### src/rtl/accum_table_rd_ctrl.sv
// ---------------------------------------------------------------------------
// accum_table_rd_ctrl
//   Read-side controller for the accumulator table. A start pulse sweeps all
//   programmed output sub-matrices (sub_row innermost, then sub-matrix row,
//   then sub-matrix column) and issues one read per cycle to every column
//   bank. Returned data lands in a small FIFO, and that FIFO drives a
//   valid/ready stream. Reads are only issued while the FIFO has a reserved
//   slot, so downstream backpressure never drops a beat.
//
// Ports
//   clk, reset          clock, asynchronous active-low reset
//   start               1-cycle start pulse (honoured only in IDLE)
//   row_submats_m1      sub-matrix rows - 1, latched on start
//   col_submats_m1      sub-matrix cols - 1, latched on start
//   busy / done         sweep in progress / 1-cycle completion pulse
//   rd_en_out           per-bank read enable (all bits equal)
//   rd_addr_out         per-bank read address (all slices equal)
//   rd_data_in          per-bank read data, RD_LATENCY cycles after rd_en_out
//   out_valid/out_ready output stream handshake
//   out_data            one row segment across all column banks
//   out_row             global output row of the beat
//   out_col_submat      column sub-matrix index of the beat
//   out_last            final beat of the sweep
// ---------------------------------------------------------------------------
module accum_table_rd_ctrl #(
    parameter int MAX_OUT_ROWS = 128,
    parameter int MAX_OUT_COLS = 128,
    parameter int SYS_ARR_ROWS = 16,
    parameter int SYS_ARR_COLS = 16,
    parameter int DATA_WIDTH   = 32,
    parameter int RD_LATENCY   = 1
) (
    input  logic                                                                   clk,
    input  logic                                                                   reset,
    input  logic                                                                   start,
    input  logic [$clog2(MAX_OUT_ROWS/SYS_ARR_ROWS)-1:0]                           row_submats_m1,
    input  logic [$clog2(MAX_OUT_COLS/SYS_ARR_COLS)-1:0]                           col_submats_m1,
    output logic                                                                   busy,
    output logic                                                                   done,
    output logic [SYS_ARR_COLS-1:0]                                                rd_en_out,
    output logic [$clog2(MAX_OUT_ROWS*(MAX_OUT_COLS/SYS_ARR_COLS))*SYS_ARR_COLS-1:0] rd_addr_out,
    input  logic [DATA_WIDTH*SYS_ARR_COLS-1:0]                                     rd_data_in,
    output logic                                                                   out_valid,
    input  logic                                                                   out_ready,
    output logic [DATA_WIDTH*SYS_ARR_COLS-1:0]                                     out_data,
    output logic [$clog2(MAX_OUT_ROWS)-1:0]                                        out_row,
    output logic [$clog2(MAX_OUT_COLS/SYS_ARR_COLS)-1:0]                           out_col_submat,
    output logic                                                                   out_last
);

    localparam int NUM_ROW_SUB_MAT = MAX_OUT_ROWS / SYS_ARR_ROWS;
    localparam int NUM_COL_SUB_MAT = MAX_OUT_COLS / SYS_ARR_COLS;
    localparam int ADDR_WIDTH      = $clog2(MAX_OUT_ROWS * NUM_COL_SUB_MAT);
    localparam int ROW_W           = $clog2(MAX_OUT_ROWS);
    localparam int RSM_W           = $clog2(NUM_ROW_SUB_MAT);
    localparam int CSM_W           = $clog2(NUM_COL_SUB_MAT);
    localparam int SR_W            = (SYS_ARR_ROWS > 1) ? $clog2(SYS_ARR_ROWS) : 1;
    localparam int FIFO_DEPTH      = RD_LATENCY + 2;
    localparam int PTR_W           = $clog2(FIFO_DEPTH);
    localparam int CNT_W           = $clog2(FIFO_DEPTH + 1);
    localparam int CR_W            = $clog2(2 * FIFO_DEPTH + 2);
    localparam int ROWDATA_W       = DATA_WIDTH * SYS_ARR_COLS;

    typedef enum logic [1:0] {
        S_IDLE  = 2'd0,
        S_READ  = 2'd1,
        S_DRAIN = 2'd2,
        S_DONE  = 2'd3
    } state_t;

    // Per-beat tag that travels alongside a read through the latency pipe
    typedef struct packed {
        logic [ROW_W-1:0] row;
        logic [CSM_W-1:0] col;
        logic             last;
    } tag_t;

    state_t                r_state, w_state_nxt;

    logic [RSM_W-1:0]      r_rows_m1, r_cols_m1_unused_guard;
    logic [CSM_W-1:0]      r_cols_m1;
    logic [SR_W-1:0]       r_sub_row;
    logic [RSM_W-1:0]      r_srow;
    logic [CSM_W-1:0]      r_scol;

    logic [RD_LATENCY:0]   r_vld_pipe;
    tag_t                  r_tag_pipe [0:RD_LATENCY];
    logic [ADDR_WIDTH-1:0] r_rd_addr;

    logic [ROWDATA_W-1:0]  r_fifo_data [0:FIFO_DEPTH-1];
    tag_t                  r_fifo_tag  [0:FIFO_DEPTH-1];
    logic [PTR_W-1:0]      r_wr_ptr, r_rd_ptr;
    logic [CNT_W-1:0]      r_count;

    logic [RSM_W-1:0]      w_rows_m1;
    logic [CSM_W-1:0]      w_cols_m1;
    logic [SR_W-1:0]       w_cur_sub_row, w_nxt_sub_row;
    logic [RSM_W-1:0]      w_cur_srow, w_nxt_srow;
    logic [CSM_W-1:0]      w_cur_scol, w_nxt_scol;
    logic                  w_sr_wrap, w_srow_wrap, w_scol_wrap, w_final;
    logic [ROW_W-1:0]      w_row;
    logic [ADDR_WIDTH-1:0] w_addr;
    tag_t                  w_tag, w_head_tag;
    logic                  w_push, w_pop, w_issue, w_credit_ok, w_last_hs;
    logic [CR_W-1:0]       w_outstanding, w_used;

    // Sizes are taken straight from the inputs in the start cycle so the
    // first read can be registered on the same edge that leaves IDLE.
    assign w_rows_m1     = (r_state == S_IDLE) ? row_submats_m1 : r_rows_m1;
    assign w_cols_m1     = (r_state == S_IDLE) ? col_submats_m1 : r_cols_m1;
    assign w_cur_sub_row = (r_state == S_IDLE) ? '0 : r_sub_row;
    assign w_cur_srow    = (r_state == S_IDLE) ? '0 : r_srow;
    assign w_cur_scol    = (r_state == S_IDLE) ? '0 : r_scol;

    assign w_sr_wrap   = (w_cur_sub_row == SR_W'(SYS_ARR_ROWS - 1));
    assign w_srow_wrap = (w_cur_srow == w_rows_m1);
    assign w_scol_wrap = (w_cur_scol == w_cols_m1);
    assign w_final     = w_sr_wrap && w_srow_wrap && w_scol_wrap;

    assign w_row  = ROW_W'(w_cur_srow) * ROW_W'(SYS_ARR_ROWS) + ROW_W'(w_cur_sub_row);
    assign w_addr = ADDR_WIDTH'(w_cur_scol) * ADDR_WIDTH'(MAX_OUT_ROWS) + ADDR_WIDTH'(w_row);

    assign w_tag.row  = w_row;
    assign w_tag.col  = w_cur_scol;
    assign w_tag.last = w_final;

    // Counter advance; the final beat wraps everything back to zero
    always_comb begin
        w_nxt_sub_row = w_cur_sub_row + SR_W'(1);
        w_nxt_srow    = w_cur_srow;
        w_nxt_scol    = w_cur_scol;
        if (w_sr_wrap) begin
            w_nxt_sub_row = '0;
            if (w_srow_wrap) begin
                w_nxt_srow = '0;
                w_nxt_scol = w_scol_wrap ? '0 : (w_cur_scol + CSM_W'(1));
            end else begin
                w_nxt_srow = w_cur_srow + RSM_W'(1);
            end
        end
    end

    // FIFO handshake
    assign w_head_tag = r_fifo_tag[r_rd_ptr];
    assign out_valid  = (r_count != '0);
    assign w_pop      = out_valid && out_ready;
    assign w_push     = r_vld_pipe[RD_LATENCY];
    assign w_last_hs  = w_pop && w_head_tag.last;

    // Credit: every read on the bus or in the latency pipe (including the one
    // returning now) already owns a FIFO slot. A pop this cycle frees a slot
    // for the read being registered now, which keeps one beat per cycle with
    // only RD_LATENCY+2 entries.
    always_comb begin
        w_outstanding = '0;
        for (int k = 0; k <= RD_LATENCY; k++) begin
            w_outstanding = w_outstanding + CR_W'(r_vld_pipe[k]);
        end
        w_used      = CR_W'(r_count) + w_outstanding - CR_W'(w_pop);
        w_credit_ok = (w_used < CR_W'(FIFO_DEPTH));
    end

    // FSM next state / issue decision
    always_comb begin
        w_state_nxt = r_state;
        w_issue     = 1'b0;
        case (r_state)
            S_IDLE: begin
                if (start) begin
                    w_issue     = w_credit_ok;
                    w_state_nxt = (w_issue && w_final) ? S_DRAIN : S_READ;
                end
            end
            S_READ: begin
                w_issue = w_credit_ok;
                if (w_issue && w_final) begin
                    w_state_nxt = S_DRAIN;
                end
            end
            S_DRAIN: begin
                if (w_last_hs && (w_outstanding == '0) && (r_count == CNT_W'(1))) begin
                    w_state_nxt = S_DONE;
                end
            end
            S_DONE: begin
                w_state_nxt = S_IDLE;
            end
            default: begin
                w_state_nxt = S_IDLE;
            end
        endcase
    end

    always_ff @(posedge clk or negedge reset) begin
        if (!reset) begin
            r_state <= S_IDLE;
        end else begin
            r_state <= w_state_nxt;
        end
    end

    // Sweep counters and latched sizes
    always_ff @(posedge clk or negedge reset) begin
        if (!reset) begin
            r_rows_m1 <= '0;
            r_cols_m1 <= '0;
            r_sub_row <= '0;
            r_srow    <= '0;
            r_scol    <= '0;
        end else begin
            if ((r_state == S_IDLE) && start) begin
                r_rows_m1 <= row_submats_m1;
                r_cols_m1 <= col_submats_m1;
                r_sub_row <= '0;
                r_srow    <= '0;
                r_scol    <= '0;
            end
            if (w_issue) begin
                r_sub_row <= w_nxt_sub_row;
                r_srow    <= w_nxt_srow;
                r_scol    <= w_nxt_scol;
            end
        end
    end

    assign r_cols_m1_unused_guard = '0;

    // Read request register and latency pipe. r_vld_pipe[k] marks a read
    // issued k cycles ago; at k == RD_LATENCY its data is on rd_data_in.
    always_ff @(posedge clk or negedge reset) begin
        if (!reset) begin
            r_vld_pipe <= '0;
            r_rd_addr  <= '0;
            for (int k = 0; k <= RD_LATENCY; k++) begin
                r_tag_pipe[k] <= '0;
            end
        end else begin
            r_vld_pipe[0] <= w_issue;
            if (w_issue) begin
                r_rd_addr     <= w_addr;
                r_tag_pipe[0] <= w_tag;
            end
            for (int k = 1; k <= RD_LATENCY; k++) begin
                r_vld_pipe[k] <= r_vld_pipe[k-1];
                r_tag_pipe[k] <= r_tag_pipe[k-1];
            end
        end
    end

    assign rd_en_out   = {SYS_ARR_COLS{r_vld_pipe[0]}};
    assign rd_addr_out = {SYS_ARR_COLS{r_rd_addr}};

    // Output FIFO; push and pop on a full FIFO in the same cycle is legal
    always_ff @(posedge clk or negedge reset) begin
        if (!reset) begin
            r_wr_ptr <= '0;
            r_rd_ptr <= '0;
            r_count  <= '0;
            for (int k = 0; k < FIFO_DEPTH; k++) begin
                r_fifo_data[k] <= '0;
                r_fifo_tag[k]  <= '0;
            end
        end else begin
            if (w_push) begin
                r_fifo_data[r_wr_ptr] <= rd_data_in;
                r_fifo_tag[r_wr_ptr]  <= r_tag_pipe[RD_LATENCY];
                r_wr_ptr <= (r_wr_ptr == PTR_W'(FIFO_DEPTH - 1)) ? '0 : (r_wr_ptr + PTR_W'(1));
            end
            if (w_pop) begin
                r_rd_ptr <= (r_rd_ptr == PTR_W'(FIFO_DEPTH - 1)) ? '0 : (r_rd_ptr + PTR_W'(1));
            end
            if (w_push && !w_pop) begin
                r_count <= r_count + CNT_W'(1);
            end else if (w_pop && !w_push) begin
                r_count <= r_count - CNT_W'(1);
            end
        end
    end

    assign out_data       = r_fifo_data[r_rd_ptr];
    assign out_row        = w_head_tag.row;
    assign out_col_submat = w_head_tag.col;
    assign out_last       = out_valid && w_head_tag.last;

    assign busy = (r_state == S_READ) || (r_state == S_DRAIN);
    assign done = (r_state == S_DONE);

endmodule

### config.mk
export PLATFORM = sky130hd
export DESIGN_NAME = accum_table_rd_ctrl
export DESIGN_NICKNAME = d
export VERILOG_FILES = /design/src/rtl/accum_table_rd_ctrl.sv
export SDC_FILE = /design/constraint.sdc
export NUM_CORES = 2
export LEC_CHECK = 0
export ABC_CLOCK_PERIOD_IN_PS = 7300
export CORE_ASPECT_RATIO = 0.8
export CORE_UTILIZATION = 35
export DETAILED_ROUTE_END_ITERATION = 8
export SYNTH_ARGS = -nofsm -noshare
export SYNTH_HDL_FRONTEND = slang
export SYNTH_SLANG_ARGS = --single-unit
### constraint.sdc
create_clock -name clk -period 7.3 [get_ports clk]
set_clock_uncertainty 0.15 [all_clocks]
set_input_delay 1.095 -clock clk [delete_from_list [all_inputs] [get_ports clk]]
set_output_delay 1.095 -clock clk [all_outputs]
set_load 0.02 [all_outputs]
==> flow_summary.json <==
{
  "rsz0062_at_grt": "no",
  "yosysUniqueCellTypes": 47,
  "r2r_start": "r_vld_pipe[0]$_DFF_PN0_",
  "tightestPinTransition_ns": 1.194,
  "post-place-ws_ns": 2.836,
  "synth-edff-count": 0,
  "async_flop_share": 1.000,
  "synth_area_um2": 74440,
  "instances_no_fill": 9395,
  "synthFlopType": "dfrtp_1",
  "run_status": "complete, no violations",
  "core_um2": 211600,
  "final_cell_mix": "1615 x dfrtp_1, 1222 x clkdlybuf4s50_1, 1110 x mux2_2",
  "fillers": 19190,
  "finalCritPeriodShare": 0.7204,
  "fmax_ghz": 0.1902,
  "die_x_um": 517.6,
  "multi_input_area_um2": 30320,
  "cts_sinks": 1617,
  "path_class": "reg -> out",
  "power_leakage_nw": 40.06,
  "critPathLaunch": "r_rd_ptr[0]$_DFFE_PN0P_",
  "power_density_nw_per_um2": 507.0,
  "ant_nets": 0,
  "drt-pass1-iter-count": 5,
  "grt_pass1_wl_mm": 323.1,
  "die_y_um": 414.5,
  "reg2reg_depth": 15,
  "dp_hpwl_mm": 138.9,
  "synth_mux_area_frac": 0.3332,
  "wire_per_inst_um": 22.74,
  "wirelength_mm": 213.7,
  "port_buffers": 1223,
  "grt_util_all_layers": 0.1945,
  "seq_area_um2": 40470,
  "rows": 151,
  "vias_per_cell": 4.991,
  "maxCapViolations": 0,
  "synth-compound-area-share": 0.03925,
  "drive_gt1_frac": 0.2969,
  "cts_tree": "built",
  "max_slew_margin": 0.2037,
  "gr-total-overflow": 0,
  "numCtsBuffers": 179,
  "synth_fp_nets": 5997,
  "synthCells": 5459,
  "grt_pass1_vias": 48590,
  "path_clk_slew_ns": 0.06,
  "yosys_warnings": 0,
  "min_period_ns": 5.259,
  "cp-start-kind": "register",
  "gp_congestion": 0.8326,
  "synth_top_family_by_area": "multiplexers",
  "crit_path_end_kind": "output port",
  "final_common_cell": "dfrtp_1",
  "drv_slew": 0,
  "yosys.area_share.xor_xnor": 0.0008236,
  "area_growth_pct": 25.44,
  "vdd_drop_max_v": 0.0003056,
  "cts_resized": 0,
  "setup_violations": 0,
  "nets": 6943,
  "setup_ws_ns": 2.041,
  "drt_iter0_drc": 2410,
  "post-cts-setup-buffer-count": 0,
  "clk_latency_ns": 0.82,
  "hold_buffers": 0,
  "antenna_found_initial": 65,
  "h-tree-depth": 4,
  "grt_max_degree": 172,
  "synth_seq_cells": 1617,
  "cts_max_path_buffers": 4,
  "worstPathArrival_ns": 4.01,
  "syn_area_per_cell_um2": 13.64,
  "place_inst": 9054,
  "critPathMaxFanout": 151,
  "hold_violations": 0,
  "ys_seq_area_frac": 0.5436,
  "num_vias": 46890,
  "ios": 1224,
  "hold_path_class": "in -> async",
  "synthSimpleGateAreaFrac": 0.03081,
  "start_util": 0.3518,
  "required_ns": 6.05,
  "synthAdderAreaFrac": 0.002790,
  "drc": 0,
  "fp.dieArea_um2": 214600,
  "cts-root-buf": "clkbuf_16",
  "setup_tns_ns": 0
}
-- kinds of logic after synthesis --
| logic type | Yosys count |
|---|---|
| muxes | 2104 |
| AOI/OAI and AO/OA | 569 |
| and+or+nand+nor | 591 |
| adders and majority gates | 16 |
| DFF | 1617 |
| buffers and inverters | 555 |
| xor gates and xnor gates | 7 |
-- report_power, final --
part	leakage, nW	internal (W)	switching [W]	total [W]
clock network	2.82	0.00518	0.00374	0.00892
registers	19.1	0.0134	0.00244	0.0159
logic	18.1	0.0112	0.0113	0.0225
-- final cells by class --
class | instances | area share
diodes | 30 | 0.0008040
clock buffers | 248 | 0.05453
clock inverters | 63 | 0.006499
inverters | 23 | 0.0009245
multi-input cells | 3287 | 0.3247
flip-flops and latches | 1617 | 0.4334
well taps | 2830 | 0.03792
repair buffers | 1297 | 0.1413
-- critical path: stages, from the launching register on --
cell,delay (ns)
dfrtp_4,0.92
buf_12,0.39
buf_4,0.54
o21ai_0,0.19
clkdlybuf4s50_1,0.63
-- final timing paths --
path / to / slack, ns
worst min register to register: r_tag_pipe[0]$_DFF_PN0_ / 0.25
worst max register to register: r_scol[2]$_DFFE_PN0P_ / 3.24
max in group asynchronous: r_fifo_data[1361]$_DFFE_PN0P_ / 5.20
min in group clk: r_tag_pipe[0]$_DFF_PN0_ / 0.25
worst min-delay path: r_fifo_data[971]$_DFFE_PN0P_ / 0.17
worst max-delay path: out_data[341] / 2.04
-- cell usage after synthesis (2+ instances only) --
library cell	n	area [um^2]
dfrtp_1	1617	40460
mux2_2	1110	12500
nand2_1	550	2064
o21ai_0	538	2693
mux2i_1	524	5245
mux2_4	470	7057
buf_4	206	1546
buf_2	202	1011
clkbuf_1	69	259.0
buf_8	40	600.6
inv_1	20	75.07
ha_1	15	187.7
nor2_1	10	37.54
buf_6	9	101.4
nand3_1	8	40.04
a21oi_1	6	30.03
xor2_1	6	52.55
nand2b_1	5	31.28
nor2b_1	5	31.28
buf_12	4	80.08
inv_2	3	11.26
nand4b_1	3	26.28
nor3_1	3	15.01
nor4_1	3	18.77
o211ai_1	3	22.52
o21ai_1	3	15.01
a21o_1	2	15.01
a31oi_1	2	12.51
a32o_1	2	20.02
buf_1	2	7.510
o21a_1	2	15.01
o311ai_1	2	17.52
-- state kept, by name, summed over array words and instances (netlist names) --
| signal | count |
|---|---|
| r_state | 2 |
| r_fifo_data | 1536 |
| r_tag_pipe | 21 |
| r_rows_m1 | 3 |
| r_vld_pipe | 2 |
| r_scol | 3 |
| r_wr_ptr | 2 |
| r_srow | 3 |
| r_rd_ptr | 2 |
| r_fifo_tag | 33 |
| r_count | 2 |
| r_cols_m1 | 3 |
| r_sub_row | 4 |
| r_rd_addr | 1 |
-- through the flow --
step           hold WS (ns)    util  power [W]  area (um^2)
3_3_place_gp         0.2514  0.4140    0.03818        87600
2_1_floorplan        0.2001       -    0.02920        74440
3_5_place_dp         0.2548  0.4140    0.03861        87600
5_1_grt              0.1554  0.4413    0.04987        93370
4_1_cts              0.1126  0.4409    0.04781        93300
6_report             0.1715  0.4413    0.04734        93380
-- per-layer routing --
layer / wire (um) / global-route usage
met5: 349 / 0
met4: 7670 / 0.07729
met3: 12960 / 0.05215
met2: 101200 / 0.3092
met1: 91540 / 0.2510
Power figures use the tool's default switching activity.
